[src/rtl/reduce_tree_pipe.sv]
// Pipelined AND/OR/XOR/ADD reduction tree over NUM_INPUT_DATA lanes, one register per level.
// Define REDUCE_TREE_COUNT_EN to add o_num_valid, the per-beat count of valid lanes.
module reduce_tree_pipe #(
    parameter int NUM_INPUT_DATA = 8,
    parameter int DATA_WIDTH     = 8
) (
    input  logic                                     clk,
    input  logic                                     rst,
    input  logic                                     i_en,
    input  logic [1:0]                               i_mode,
    input  logic [NUM_INPUT_DATA-1:0]                i_valid,
    input  logic [NUM_INPUT_DATA*DATA_WIDTH-1:0]     i_data_bus,
`ifdef REDUCE_TREE_COUNT_EN
    output logic [$clog2(NUM_INPUT_DATA+1)-1:0]      o_num_valid,
`endif
    output logic                                     o_valid,
    output logic [DATA_WIDTH+$clog2(NUM_INPUT_DATA)-1:0] o_data_bus
);

    localparam int LEVELS    = (NUM_INPUT_DATA > 1) ? $clog2(NUM_INPUT_DATA) : 1;
    localparam int OUT_WIDTH = DATA_WIDTH + $clog2(NUM_INPUT_DATA);
    localparam int BUS_NODES = (NUM_INPUT_DATA + 1) / 2;
    localparam int BUS_W     = BUS_NODES * OUT_WIDTH;
    localparam int CNT_W     = $clog2(NUM_INPUT_DATA + 1);

    localparam logic [1:0] MODE_AND = 2'b00;
    localparam logic [1:0] MODE_OR  = 2'b01;
    localparam logic [1:0] MODE_XOR = 2'b10;

    // Every node is carried at OUT_WIDTH so ADD partial sums never truncate.
    function automatic logic [OUT_WIDTH-1:0] mask_lane(
        input logic [1:0]            mode,
        input logic                  vld,
        input logic [DATA_WIDTH-1:0] d
    );
        logic [OUT_WIDTH-1:0] r;
        r = '0;
        if (vld)
            r[DATA_WIDTH-1:0] = d;
        else if (mode == MODE_AND)
            r[DATA_WIDTH-1:0] = '1;
        return r;
    endfunction

    function automatic logic [OUT_WIDTH-1:0] combine(
        input logic [1:0]           mode,
        input logic [OUT_WIDTH-1:0] a,
        input logic [OUT_WIDTH-1:0] b
    );
        logic [OUT_WIDTH-1:0] r;
        case (mode)
            MODE_AND: r = a & b;
            MODE_OR:  r = a | b;
            MODE_XOR: r = a ^ b;
            default:  r = a + b;
        endcase
        return r;
    endfunction

    function automatic logic [CNT_W-1:0] popcount(input logic [NUM_INPUT_DATA-1:0] v);
        logic [CNT_W-1:0] c;
        c = '0;
        for (int k = 0; k < NUM_INPUT_DATA; k++)
            c = c + CNT_W'(v[k]);
        return c;
    endfunction

    logic             vld_q  [LEVELS];
    logic [1:0]       mode_q [LEVELS];
    logic [BUS_W-1:0] lvl_q  [LEVELS];
    logic [BUS_W-1:0] lvl_d  [LEVELS];
`ifdef REDUCE_TREE_COUNT_EN
    logic [CNT_W-1:0] num_q  [LEVELS];
`endif

    for (genvar l = 0; l < LEVELS; l++) begin : g_lvl
        localparam int CNT_IN = (NUM_INPUT_DATA + (1 << l) - 1) >> l;
        localparam int HALF   = (CNT_IN + 1) / 2;

        logic [OUT_WIDTH-1:0] in_w [2*HALF];
        logic                 vld_w;
        logic [1:0]           mode_w;
        logic [BUS_W-1:0]     nxt_w;

        if (l == 0) begin : g_src_in
            assign vld_w  = |i_valid;
            assign mode_w = i_mode;
            for (genvar j = 0; j < 2*HALF; j++) begin : g_lane
                if (j < NUM_INPUT_DATA) begin : g_live
                    assign in_w[j] = mask_lane(i_mode, i_valid[j],
                                               i_data_bus[j*DATA_WIDTH +: DATA_WIDTH]);
                end else begin : g_pad
                    assign in_w[j] = '0;
                end
            end
        end else begin : g_src_reg
            assign vld_w  = vld_q[l-1];
            assign mode_w = mode_q[l-1];
            for (genvar j = 0; j < 2*HALF; j++) begin : g_node
                if (j < CNT_IN) begin : g_live
                    assign in_w[j] = lvl_q[l-1][j*OUT_WIDTH +: OUT_WIDTH];
                end else begin : g_pad
                    assign in_w[j] = '0;
                end
            end
        end

        // Bubbles carry zero data so an invalid output is always all-zero.
        always_comb begin
            nxt_w = '0;
            if (vld_w) begin
                for (int j = 0; j < HALF; j++) begin
                    if (2*j + 1 < CNT_IN)
                        nxt_w[j*OUT_WIDTH +: OUT_WIDTH] = combine(mode_w, in_w[2*j], in_w[2*j+1]);
                    else
                        nxt_w[j*OUT_WIDTH +: OUT_WIDTH] = in_w[2*j];
                end
            end
        end

        assign lvl_d[l] = nxt_w;
    end

    always_ff @(posedge clk) begin
        if (rst) begin
            for (int l = 0; l < LEVELS; l++) begin
                vld_q[l]  <= 1'b0;
                mode_q[l] <= '0;
                lvl_q[l]  <= '0;
`ifdef REDUCE_TREE_COUNT_EN
                num_q[l]  <= '0;
`endif
            end
        end else if (i_en) begin
            vld_q[0]  <= |i_valid;
            mode_q[0] <= i_mode;
`ifdef REDUCE_TREE_COUNT_EN
            num_q[0]  <= popcount(i_valid);
`endif
            for (int l = 1; l < LEVELS; l++) begin
                vld_q[l]  <= vld_q[l-1];
                mode_q[l] <= mode_q[l-1];
`ifdef REDUCE_TREE_COUNT_EN
                num_q[l]  <= num_q[l-1];
`endif
            end
            for (int l = 0; l < LEVELS; l++)
                lvl_q[l] <= lvl_d[l];
        end
    end

    assign o_valid    = vld_q[LEVELS-1];
    assign o_data_bus = lvl_q[LEVELS-1][OUT_WIDTH-1:0];
`ifdef REDUCE_TREE_COUNT_EN
    assign o_num_valid = num_q[LEVELS-1];
`endif

endmodule

[config.mk]
export PLATFORM = sky130hd
export DESIGN_NAME = reduce_tree_pipe
export DESIGN_NICKNAME = d
export VERILOG_FILES = /design/src/rtl/reduce_tree_pipe.sv
export SDC_FILE = /design/constraint.sdc
export NUM_CORES = 1
export LEC_CHECK = 0
export BUFFER_PORTS_ARGS = -buffer_cell sky130_fd_sc_hd__buf_4
export CAP_MARGIN = 20
export CELL_PAD_IN_SITES_DETAIL_PLACEMENT = 1
export CELL_PAD_IN_SITES_GLOBAL_PLACEMENT = 1
export CORE_MARGIN = 4
export CORE_UTILIZATION = 45
export DETAILED_ROUTE_END_ITERATION = 7
export GPL_ROUTABILITY_DRIVEN = 0
export GPL_TIMING_DRIVEN = 0
export PLACE_DENSITY_LB_ADDON = 0.1
export SYNTH_ARGS = -nofsm -noshare
export SYNTH_HDL_FRONTEND = slang
export SYNTH_SLANG_ARGS = --single-unit
[constraint.sdc]
create_clock -name clk -period 8.3 [get_ports clk]
set_clock_uncertainty 0.15 [all_clocks]
set_input_delay 0.415 -clock clk [delete_from_list [all_inputs] [get_ports clk]]
set_output_delay 0.415 -clock clk [all_outputs]
set_load 0.01 [all_outputs]
Word-level counts from Yosys, hierarchy flattened. Memory sizes are Yosys's and may differ from the RTL's. Index checks and enable logic that the tools add are counted.

Register bits: 0. Memory bits (writable): 135. Input bits: 77. Output and inout bits: 12. Word-level logic and storage cells: 83. Memories kept: 3.

Add/sub/neg operators: 7. Equal/unequal tests: 6. Muxes and demuxes: 33. Bitwise logic cells: 30. Reduce and logical (&&, ||, !) cells: 4.

Memories: lvl_q (depth 3, bits a word 42, read ports 3, clocked after memory_dff 0, write ports 3, RTL line 70) `logic [BUS_W-1:0] lvl_q [LEVELS];`; mode_q (depth 3, bits a word 2, read ports 2, clocked after memory_dff 0, write ports 3, RTL line 69) `logic [1:0] mode_q [LEVELS];`; vld_q (depth 3, bits a word 1, read ports 3, clocked after memory_dff 0, write ports 3, RTL line 68) `logic vld_q [LEVELS];`.

Operators by type and width (number): $mux 42 (4); $pmux 9 s3 (4); $pmux 11 s3 (3); $mux 8 (9); $add 8x8->9 (4); $add 11x11->11 (3); $and 11x11->11 (3); $or 11x11->11 (3); $xor 11x11->11 (3); $and 8x8->8 (4); $or 8x8->8 (4); $xor 8x8->8 (4); $mux 22 (1); $mux 11 (1); $or 1x1->1 (9); $mux 1 (8); $reduce_or 8->1 (1); $eq 2x1->1 const B (3); $eq 2x2->1 const B (3); $logic_not 2->1 (3); $mux 2 (3).

Logic depth before layout (Yosys ltp). Gate-level depths: netlist (run 1).

Depth in word-level cells: 7. Depth in mapped cells: 15. Gate-level depth less buffers: 13.

Least setup slack after synthesis (run 1). Ideal clock, no wire load.

Kind: in2reg. Start: input i_mode[0]. End: memory lvl_q[0][17] (netlist name) (data pin). Library setup time: 180 ps. Arrival time: 2926 ps. Data required time: 7970 ps. Slack: 5043 ps. Stages on the path: 15. Buffers on the path: 2. Cell sequence: buf_6 > or2_2 > buf_2 > nor2_1 > a21oi_1 > inv_1 > ha_1 > inv_1 > fa_1 > nand3b_1 > a21boi_0 > o21a_1 > o21ai_0 > xor2_1 > a221oi_1.

RTL lines: from (decl) (RTL line 10) `input logic [1:0] i_mode,`; to (decl) (RTL line 70).

==> flow_metrics.py, run 1 <==
metrics = {
    "clock_network": {
        "h-tree-depth": 3,
        "cts_resized": 0,
        "cts_setup_buffers": 0,
        "cts-hold-fix-buffers": 0,
        "ctsRootBufferMaster": "clkbuf_16",
        "path_clk_slew_ps": 50,
        "cts_tree": "built",
        "clkLatencyLatePin_ps": 340,
        "cts_buffers": 9,
        "cts.path.max_buffers": 2,
        "cts.sinks": 74,
    },
    "finish": {
        "num_antenna_cells": 0,
        "fillers": 2157,
        "syn_to_final_growth_pct": 15.5,
        "finalNonFillerCells": 1309,
        "utilization_pct": 53.5,
        "fin_nets": 1280,
        "drive_gt1_share_pct": 10.9,
    },
    "route": {
        "vias": 7341,
        "drc": 0,
        "drtIter0Drc": 316,
        "routed_wl_mm": 23.5,
        "drtAntennaViolNets": 0,
        "dr.pass1.iters": 5,
        "wl_per_cell_um": 17.9,
        "via_per_inst": 5.61,
    },
    "critical_path": {
        "crit_top_cell": "inv_1",
        "crit_chain": "buf_4, buf_6, or2_2, buf_2, nor2_1, a21oi_1, inv_1, ha_1, inv_1, fa_1, nand3b_1, a21boi_0, o21a_1, o21ai_0, xor2_1, a221oi_1",
        "cp_slowest_cell": "nor2_1",
        "crit_type": "primary input to register",
        "critPathTopFamily": "compound AO/OA/AOI/OAI gates",
        "r2r-start": "lvl_q[0][22]",
        "reg2reg_depth": 9,
        "critPathMaxFanout": 10,
        "slowest_delay_ps": 430,
        "path_buf_inv": 5,
        "crit_required_ps": 8260,
        "worstSetupEndpointType": "register",
        "startpoint_type": "primary input",
        "cp_data_arrival_time_ps": 3620,
        "r2r-end": "lvl_q[0][59]",
        "r2r_slack_ps": 5670,
    },
    "grt": {
        "antenna_found_initial": 0,
        "grt_pass1_wl_mm": 38.3,
        "overflow": 0,
        "grt_pass1_vias": 7478,
        "grt_max_degree": 40,
        "grt_usage_pct": 23.6,
    },
    "yosys": {
        "synthArstFlopShare_pct": 0,
        "syn_avg_cell_area_um2": 8.22,
        "synth_top_area_share_pct": 27.5,
        "ys_seq_area_share_pct": 27.5,
        "syn_area_mm2": 0.00807,
        "synth_flop_cell": "edfxtp_1",
        "ys_warn_count": 0,
        "ys_types": 56,
        "syn_inst": 982,
        "synth_area_leaders": "edfxtp_1 (28%), ha_1 (18%), inv_1 (6.5%)",
        "synth_seq_cells": 74,
        "synth_edf_count": 74,
        "synth_fp_nets": 1182,
        "synth_area_leader_cell": "edfxtp_1",
    },
    "hold_path": {
        "worst_hold_path_type": "primary input to register",
        "holdPathStages": 5,
        "min_to": "lvl_q[0][0]",
        "hold_start": "i_data_bus[0]",
    },
    "timing": {
        "layout_min_cycle_time_ps": 3670,
        "slew_viol_final": 0,
        "fmax_mhz": 273,
        "final-hold-violation-count": 0,
        "grt_setup_unrepaired": "false",
        "final-setup-viol-count": 0,
        "timing.final.crit_share_pct": 44.2,
        "max_slew_margin_pct": 46.8,
        "tightestPinTransition_ps": 797,
        "fin_setup_tns_ps": 0,
    },
    "floorplan": {
        "dieArea_mm2": 0.0201,
        "coreArea_mm2": 0.0174,
        "io_pins": 89,
        "rows": 48,
        "die_y_um": 142,
        "start_util_pct": 46.3,
        "fp.dieW_um": 142,
    },
    "placed_design": {
        "dpl.hpwl_mm": 19.1,
        "place.port_buffers": 86,
        "dp.cells": 1294,
    },
    "power": {
        "ir_drop_v": 0.000103,
        "power_leakage_uw": 0.00432,
        "power_uw": 1310,
        "p_per_area_mw_per_mm2": 140,
    },
    "outcome": {
        "status": "complete, no violations",
    },
    "job": {
        "drv_cap": 0,
    },
}
-- flip-flops by register name (all words and copies together), names as in the netlist --
| register | count |
|---|---|
| vld_q | 3 |
| lvl_q | 67 |
| mode_q | 4 |
-- worst max-delay path by stage --
stage               slack (ps)      start           end  depth (start not counted)
floorplan                 5040  i_mode[0]  lvl_q[0][17]                         15
global placement          4320  i_mode[0]  lvl_q[0][17]                         16
detailed placement        4260  i_mode[0]  lvl_q[0][17]                         16
CTS                       4600  i_mode[0]  lvl_q[0][17]                         16
global route              4430  i_mode[0]  lvl_q[0][17]                         16
finish                    4630  i_mode[0]  lvl_q[0][17]                         16
-- layout make-up --
type                            instances  area (µm²)  share of cell area (%)
Clock inverter                          4        67.6                   0.725
Timing Repair Buffer                   87         666                    7.14
Sequential cell                        74        2220                    23.8
Inverter                              140         526                    5.64
Multi-Input combinational cell        720        5130                    55.1
Buffer                                 48         189                    2.03
Tap cell                              225         282                    3.02
Clock buffer                           11         233                    2.50
-- layout by cell type, fill, tap and decap left out, types with 6 or more instances in the layout --
cell type / Yosys / routed
buf_4: 0 / 86
and2_1: 7 / 7
xor2_1: 10 / 10
a221oi_1: 6 / 6
clkbuf_1: 39 / 41
a21o_1: 46 / 46
buf_1: 7 / 7
or3_1: 7 / 7
a31oi_1: 7 / 7
a311oi_1: 6 / 6
edfxtp_1: 74 / 74
and3_1: 6 / 6
nand2b_1: 10 / 10
xnor2_1: 22 / 22
nand2_1: 50 / 50
o211ai_1: 10 / 10
nor2b_1: 8 / 8
nor2_1: 115 / 115
mux2_2: 6 / 6
o21ai_0: 49 / 49
a21oi_1: 101 / 101
a211oi_1: 40 / 40
inv_1: 139 / 139
mux2i_1: 7 / 7
ha_1: 118 / 118
clkbuf_16: 0 / 9
nand3_1: 18 / 18
o21a_1: 7 / 7
-- metal layers --
layer  track usage [%]  vias up  share of wire [%]
met1              29.4     3515                 44
met3              2.26       35                3.1
li1                  -     3641                  -
met5                 0        -                  0
met2              43.4      150                 51
met4              6.72        0                2.2
-- cell usage after synthesis (3+ instances only) --
cell type	count
mux4_2	3
nand3b_1	3
and2_1	7
a21boi_0	5
nor4_1	4
nand2_1	50
mux2i_1	7
a21o_1	46
ha_1	118
or3_1	7
xor2_1	10
o31a_1	3
clkbuf_1	39
or2_2	5
nor3_1	4
o211ai_1	10
mux2_2	6
inv_1	139
xnor2_1	22
and3_1	6
o21ai_0	49
and4b_1	3
o21a_1	7
a21oi_1	101
a211o_1	5
nor2_1	115
nor2b_1	8
nand3_1	18
fa_1	5
a221oi_1	6
edfxtp_1	74
o221ai_1	5
a311oi_1	6
a31oi_1	7
nand2b_1	10
a211oi_1	40
buf_1	7
-- per-stage QoR --
step           hold WS, ps  cell area, µm²  setup WS (ps)
5_1_grt                600            9320           4430
3_3_place_gp           616            8990           4320
4_1_cts                546            9320           4600
3_5_place_dp           640            9020           4260
2_1_floorplan          532            8070           5040
6_report               539            9320           4630
-- cell families (layout without fill, tap and decap cells) --
group                    Yosys count  after routing  synth area share (%)
buffers and inverters            188            290                  8.86
multiplexers                      16             16                  2.54
flip-flops                        74             74                  27.5
AO/OA/AOI/OAI                    302            302                  23.9
XOR/XNOR                          32             32                  3.47
AND/OR/NAND/NOR                  247            247                  14.1
adder cells (fa/ha/maj)          123            123                  19.5
-- tightest hold or removal path, stage by stage --
cell and delay (ps):
buf_4 80, a21o_1 130, ha_1 130, a21oi_1 60, nor2_1 90
-- report_power, final --
part,switching (µW),internal [µW]
Sequential,15.3,444
Clock,136,259
Combinational,266,187
Note: power is estimated with default switching activity, not from simulation.
==> run 2, diff against run 1 <==
- clock period: 8.3 -> 3.6 ns (I/O delays scaled with it)
==> flow_metrics.py, run 2 (synthesis gave the netlist of run 1 again) <==
metrics = {
    "critical_path": {
        "crit_path_end": "lvl_q[0][17]",
        "startpoint": "i_mode[0]",
        "slowest_delay_ps": 430,
        "worst-path-stages": 16,
        "crit_top_cell": "inv_1",
        "crit_chain": "buf_4, buf_6, or2_2, buf_2, nor2_2, a21oi_1, inv_1, ha_1, inv_1, fa_1, nand3b_1, a21boi_0, o21a_1, o21ai_0, xor2_1, a221oi_1",
        "path_buf_inv": 5,
        "startpoint_type": "primary input",
        "worstSetupEndpointType": "register",
        "r2r-start": "lvl_q[0][22]",
        "critPathTopFamily": "compound AO/OA/AOI/OAI gates",
        "cp_data_arrival_time_ps": 3260,
        "crit_type": "primary input to register",
        "critPathMaxFanout": 10,
        "r2r-end": "lvl_q[0][59]",
        "crit_required_ps": 3550,
        "cp_slowest_cell": "a221oi_1",
        "r2r_slack_ps": 970,
        "reg2reg_depth": 9,
    },
    "timing": {
        "final-setup-viol-count": 0,
        "max_slew_margin_pct": 45.8,
        "setup_slack_ps": 285,
        "tightestPinTransition_ps": 813,
        "slew_viol_final": 0,
        "layout_min_cycle_time_ps": 3320,
        "final-hold-violation-count": 0,
        "fin_setup_tns_ps": 0,
        "timing.final.crit_share_pct": 92.1,
        "grt_setup_unrepaired": "false",
        "fmax_mhz": 302,
    },
    "power": {
        "ir_drop_v": 0.000237,
        "power_leakage_uw": 0.00432,
        "p_switching_uw": 965,
        "power_uw": 3020,
        "pwr-share-clk_pct": 30.3,
        "pwr-share-comb_pct": 34.6,
        "p_per_area_mw_per_mm2": 324,
        "p_int_uw": 2050,
        "pwr-share-seq_pct": 35.1,
        "sw_frac_of_total_pct": 32.0,
    },
    "floorplan": {
        "dieArea_mm2": 0.0201,
        "die_y_um": 142,
        "start_util_pct": 46.3,
        "fp.dieW_um": 142,
        "rows": 48,
        "coreArea_mm2": 0.0174,
        "io_pins": 89,
    },
    "finish": {
        "num_antenna_cells": 0,
        "fillers": 2156,
        "syn_to_final_growth_pct": 15.6,
        "final_common_cell": "inv_1",
        "drive_gt1_share_pct": 11.1,
        "finalNonFillerCells": 1309,
        "fin_nets": 1280,
        "final_cell_mix": "inv_1 (139), ha_1 (118), nor2_1 (113), a21oi_1 (101), buf_4 (86)",
        "multi_input_area_mm2": 0.00514,
        "regArea_mm2": 0.00222,
        "final_area_mm2": 0.00932,
        "regMostFlops": "lvl_q",
        "top_regs": "lvl_q (67), mode_q (4), vld_q (3)",
        "largest_reg_flops": 67,
    },
    "grt": {
        "grt_max_degree": 40,
        "grt_pass1_wl_mm": 38.3,
        "antenna_found_initial": 0,
        "overflow": 0,
        "grt_usage_pct": 23.6,
        "grt_pass1_vias": 7478,
    },
    "placed_design": {
        "pre_cts_slack_ps": -210,
        "dp.cells": 1294,
        "place.port_buffers": 86,
        "dpl_cell_area_mm2": 0.00902,
        "dpl.hpwl_mm": 19.1,
    },
    "route": {
        "routed_wl_mm": 23.4,
        "drtIter0Drc": 273,
        "vias": 7334,
        "drc": 0,
        "drtAntennaViolNets": 0,
        "wl_per_cell_um": 17.9,
        "via_per_inst": 5.60,
        "dr.pass1.iters": 5,
    },
    "clock_network": {
        "h-tree-depth": 3,
        "cts_resized": 0,
        "cts-hold-fix-buffers": 0,
        "cts_buffers": 9,
        "cts_setup_buffers": 0,
        "cts.sinks": 74,
        "cts_tree": "built",
        "ctsRootBufferMaster": "clkbuf_16",
        "cts.path.max_buffers": 2,
        "path_clk_slew_ps": 50,
        "clkLatencyLatePin_ps": 340,
    },
    "hold_path": {
        "worst_hold_path_type": "primary input to register",
    },
    "outcome": {
        "status": "complete, no violations",
    },
    "job": {
        "drv_cap": 0,
    },
}
run 2: cell counts in the layout (fill, tap and decap cells not counted):
No cell type changed its count.
run 2: power by group through the flow:
stage / clock [µW] / combinational [µW] / sequential, µW
global placement: 0 / 1000 / 1070
floorplan: 0 / 707 / 1070
finish: 913 / 1050 / 1060
detailed placement: 0 / 1030 / 1080
CTS: 924 / 1040 / 1060
global route: 967 / 1170 / 1070
run 2: worst min path at each step:
stage               slack (ps)      startpoint  cells past startpoint            end
global route               360  i_data_bus[15]                      5    lvl_q[0][8]
CTS                        310  i_data_bus[23]                      6   lvl_q[0][19]
floorplan                  380    lvl_q[0][84]                      0  o_data_bus[0]
detailed placement         440    lvl_q[0][85]                      1  o_data_bus[1]
global placement           440    lvl_q[0][84]                      1  o_data_bus[0]
finish                     310   i_data_bus[0]                      5    lvl_q[0][0]
run 2: worst min-delay path: cells and delay by family:
kind	cells	cell delay, ps
AOI/OAI and AO/OA	2	190
adders and majority gates	1	130
and+or+nand+nor	1	90
buffers and inverters	1	80
run 2: final cells by class:
type | count | area share [%]
Buffer | 48 | 2.03
Clock inverter | 4 | 0.725
Tap cell | 225 | 3.02
Inverter | 140 | 5.64
Timing Repair Buffer | 87 | 7.14
Multi-Input combinational cell | 720 | 55.1
Sequential cell | 74 | 23.8
Clock buffer | 11 | 2.50
run 2: metrics by stage:
| step | hold WS [ps] | utilization [%] |
|---|---|---|
| CTS | 311 | 53.5 |
| global placement | 438 | 51.6 |
| global route | 365 | 53.5 |
| detailed placement | 443 | 51.8 |
| floorplan | 380 | - |
| finish | 309 | 53.5 |
run 2: routing by layer:
metal	vias to the layer above	track usage (%)	part of all wire, %
li1	3632	-	-
met1	3533	29.4	44
met2	141	43.4	51
met3	28	2.26	3.2
met4	0	6.72	2.2
met5	-	0	0
==> run 3, diff against run 2 <==
- GPL_TIMING_DRIVEN: 0 -> unset
==> flow_metrics.py, run 3 (synthesis gave the netlist of run 1 again) <==
metrics = {
    "critical_path": {
        "r2r_slack_ps": 960,
        "r2r-end": "lvl_q[0][59]",
        "worstSetupEndpointType": "register",
        "critPathMaxFanout": 10,
        "crit_required_ps": 3620,
        "startpoint_type": "primary input",
        "crit_type": "primary input to register",
        "cp_data_arrival_time_ps": 2800,
        "r2r-start": "lvl_q[0][33]",
        "reg2reg_depth": 9,
    },
    "route": {
        "drtAntennaViolNets": 0,
        "routed_wl_mm": 20.8,
        "drtIter0Drc": 245,
        "wl_per_cell_um": 16.2,
        "drc": 0,
        "vias": 7040,
        "dr.pass1.iters": 4,
        "via_per_inst": 5.50,
    },
    "power": {
        "pwr-share-comb_pct": 33.2,
        "power_leakage_uw": 0.00435,
        "p_int_uw": 1990,
        "ir_drop_v": 0.000182,
        "pwr-share-clk_pct": 30.3,
        "p_switching_uw": 971,
        "p_per_area_mw_per_mm2": 320,
        "pwr-share-seq_pct": 36.5,
        "sw_frac_of_total_pct": 32.8,
    },
    "finish": {
        "fin_nets": 1251,
        "num_antenna_cells": 0,
        "final_common_cell": "inv_1",
        "syn_to_final_growth_pct": 14.7,
        "regMostFlops": "lvl_q",
        "final_cell_mix": "inv_1 (139), ha_1 (118), nor2_1 (115), buf_4 (106), a21oi_1 (101)",
        "largest_reg_flops": 67,
        "top_regs": "lvl_q (67), mode_q (4), vld_q (3)",
        "final_area_mm2": 0.00925,
        "drive_gt1_share_pct": 13.1,
        "fillers": 2159,
    },
    "outcome": {
        "status": "complete, no violations",
    },
    "floorplan": {
        "io_pins": 89,
        "dieArea_mm2": 0.0201,
        "coreArea_mm2": 0.0174,
        "start_util_pct": 46.3,
        "rows": 48,
        "die_y_um": 142,
        "fp.dieW_um": 142,
    },
    "timing": {
        "fmax_mhz": 359,
        "layout_min_cycle_time_ps": 2780,
        "final-setup-viol-count": 0,
        "slew_viol_final": 0,
        "fin_setup_tns_ps": 0,
        "tightestPinTransition_ps": 1030,
        "timing.final.crit_share_pct": 77.3,
        "final-hold-violation-count": 0,
        "max_slew_margin_pct": 31.7,
        "grt_setup_unrepaired": "false",
    },
    "grt": {
        "overflow": 0,
        "grt_max_degree": 75,
        "grt_pass1_wl_mm": 35.1,
        "antenna_found_initial": 0,
        "grt_pass1_vias": 7177,
        "grt_usage_pct": 21.4,
    },
    "clock_network": {
        "cts_tree": "built",
        "ctsRootBufferMaster": "clkbuf_16",
        "path_clk_slew_ps": 60,
        "cts_buffers": 9,
        "cts-hold-fix-buffers": 0,
        "h-tree-depth": 3,
        "cts_setup_buffers": 0,
        "cts.sinks": 74,
        "cts.path.max_buffers": 2,
        "cts_resized": 0,
        "clkLatencyLatePin_ps": 350,
    },
    "hold_path": {
        "worst_hold_path_type": "primary input to register",
        "holdPathStages": 4,
        "min_to": "mode_q[0][3]",
        "hold_start": "rst",
    },
    "placed_design": {
        "dpl_cell_area_mm2": 0.00896,
        "dpl.hpwl_mm": 16.2,
        "place.port_buffers": 88,
    },
    "job": {
        "drv_cap": 0,
    },
}
run 3: worst max path at each step:
stage	from	to	slack, ps	cells past startpoint
after floorplan	i_mode[0]	lvl_q[0][17]	580	15
after global placement	i_mode[1]	lvl_q[0][17]	560	14
after detailed placement	i_mode[1]	lvl_q[0][17]	480	14
after CTS	i_mode[1]	lvl_q[0][17]	850	14
after global routing	i_mode[1]	lvl_q[0][17]	680	14
final	i_mode[1]	lvl_q[0][17]	820	14
run 3: power groups by stage:
| stage | clock [µW] | sequential (µW) | combinational, µW |
|---|---|---|---|
| 2_1_floorplan | 0 | 1070 | 707 |
| 3_3_place_gp | 0 | 1090 | 957 |
| 3_5_place_dp | 0 | 1100 | 982 |
| 4_1_cts | 917 | 1080 | 991 |
| 5_1_grt | 954 | 1090 | 1120 |
| 6_report | 896 | 1080 | 984 |
run 3: final cells by class:
class                      instances  area, µm²  area share, %
clock inverter                     7       67.6          0.730
clock buffer                       9        225           2.43
inverter                         140        526           5.68
sequential                        74       2220           24.0
tap                              225        282           3.04
timing repair buffer             106        796           8.60
multi-input combinational        720       5130           55.5
run 3: critical path, cell delays in order:
cell and delay (ps):
buf_4 120, or2_2 410, nor2_1 220, a21oi_1 90
inv_1 70, ha_1 190, inv_1 60, fa_1 370
nand3b_1 190, a21boi_0 180, o21a_1 140, o21ai_0 90
xor2_1 190, a221oi_1 290
run 3: routing by layer:
metal,vias up,wire length [µm],global-route usage (%)
met5,-,0,0
met4,0,383,7.17
met3,25,496,1.62
met2,103,10100,36.8
met1,3337,9840,28.4
li1,3575,-,-
run 3: stage by stage:
stage | setup WS, ps | hold slack (ps) | cells | power [µW] | util, %
finish | 818 | 273 | 1281 | 2960 | 53.1
global placement | 555 | 437 | 1265 | 2050 | 51.4
detailed placement | 477 | 440 | 1265 | 2080 | 51.4
CTS | 846 | 265 | 1281 | 2990 | 53.1
global route | 676 | 280 | 1281 | 3170 | 53.1
floorplan | 579 | 380 | 982 | 1780 | -
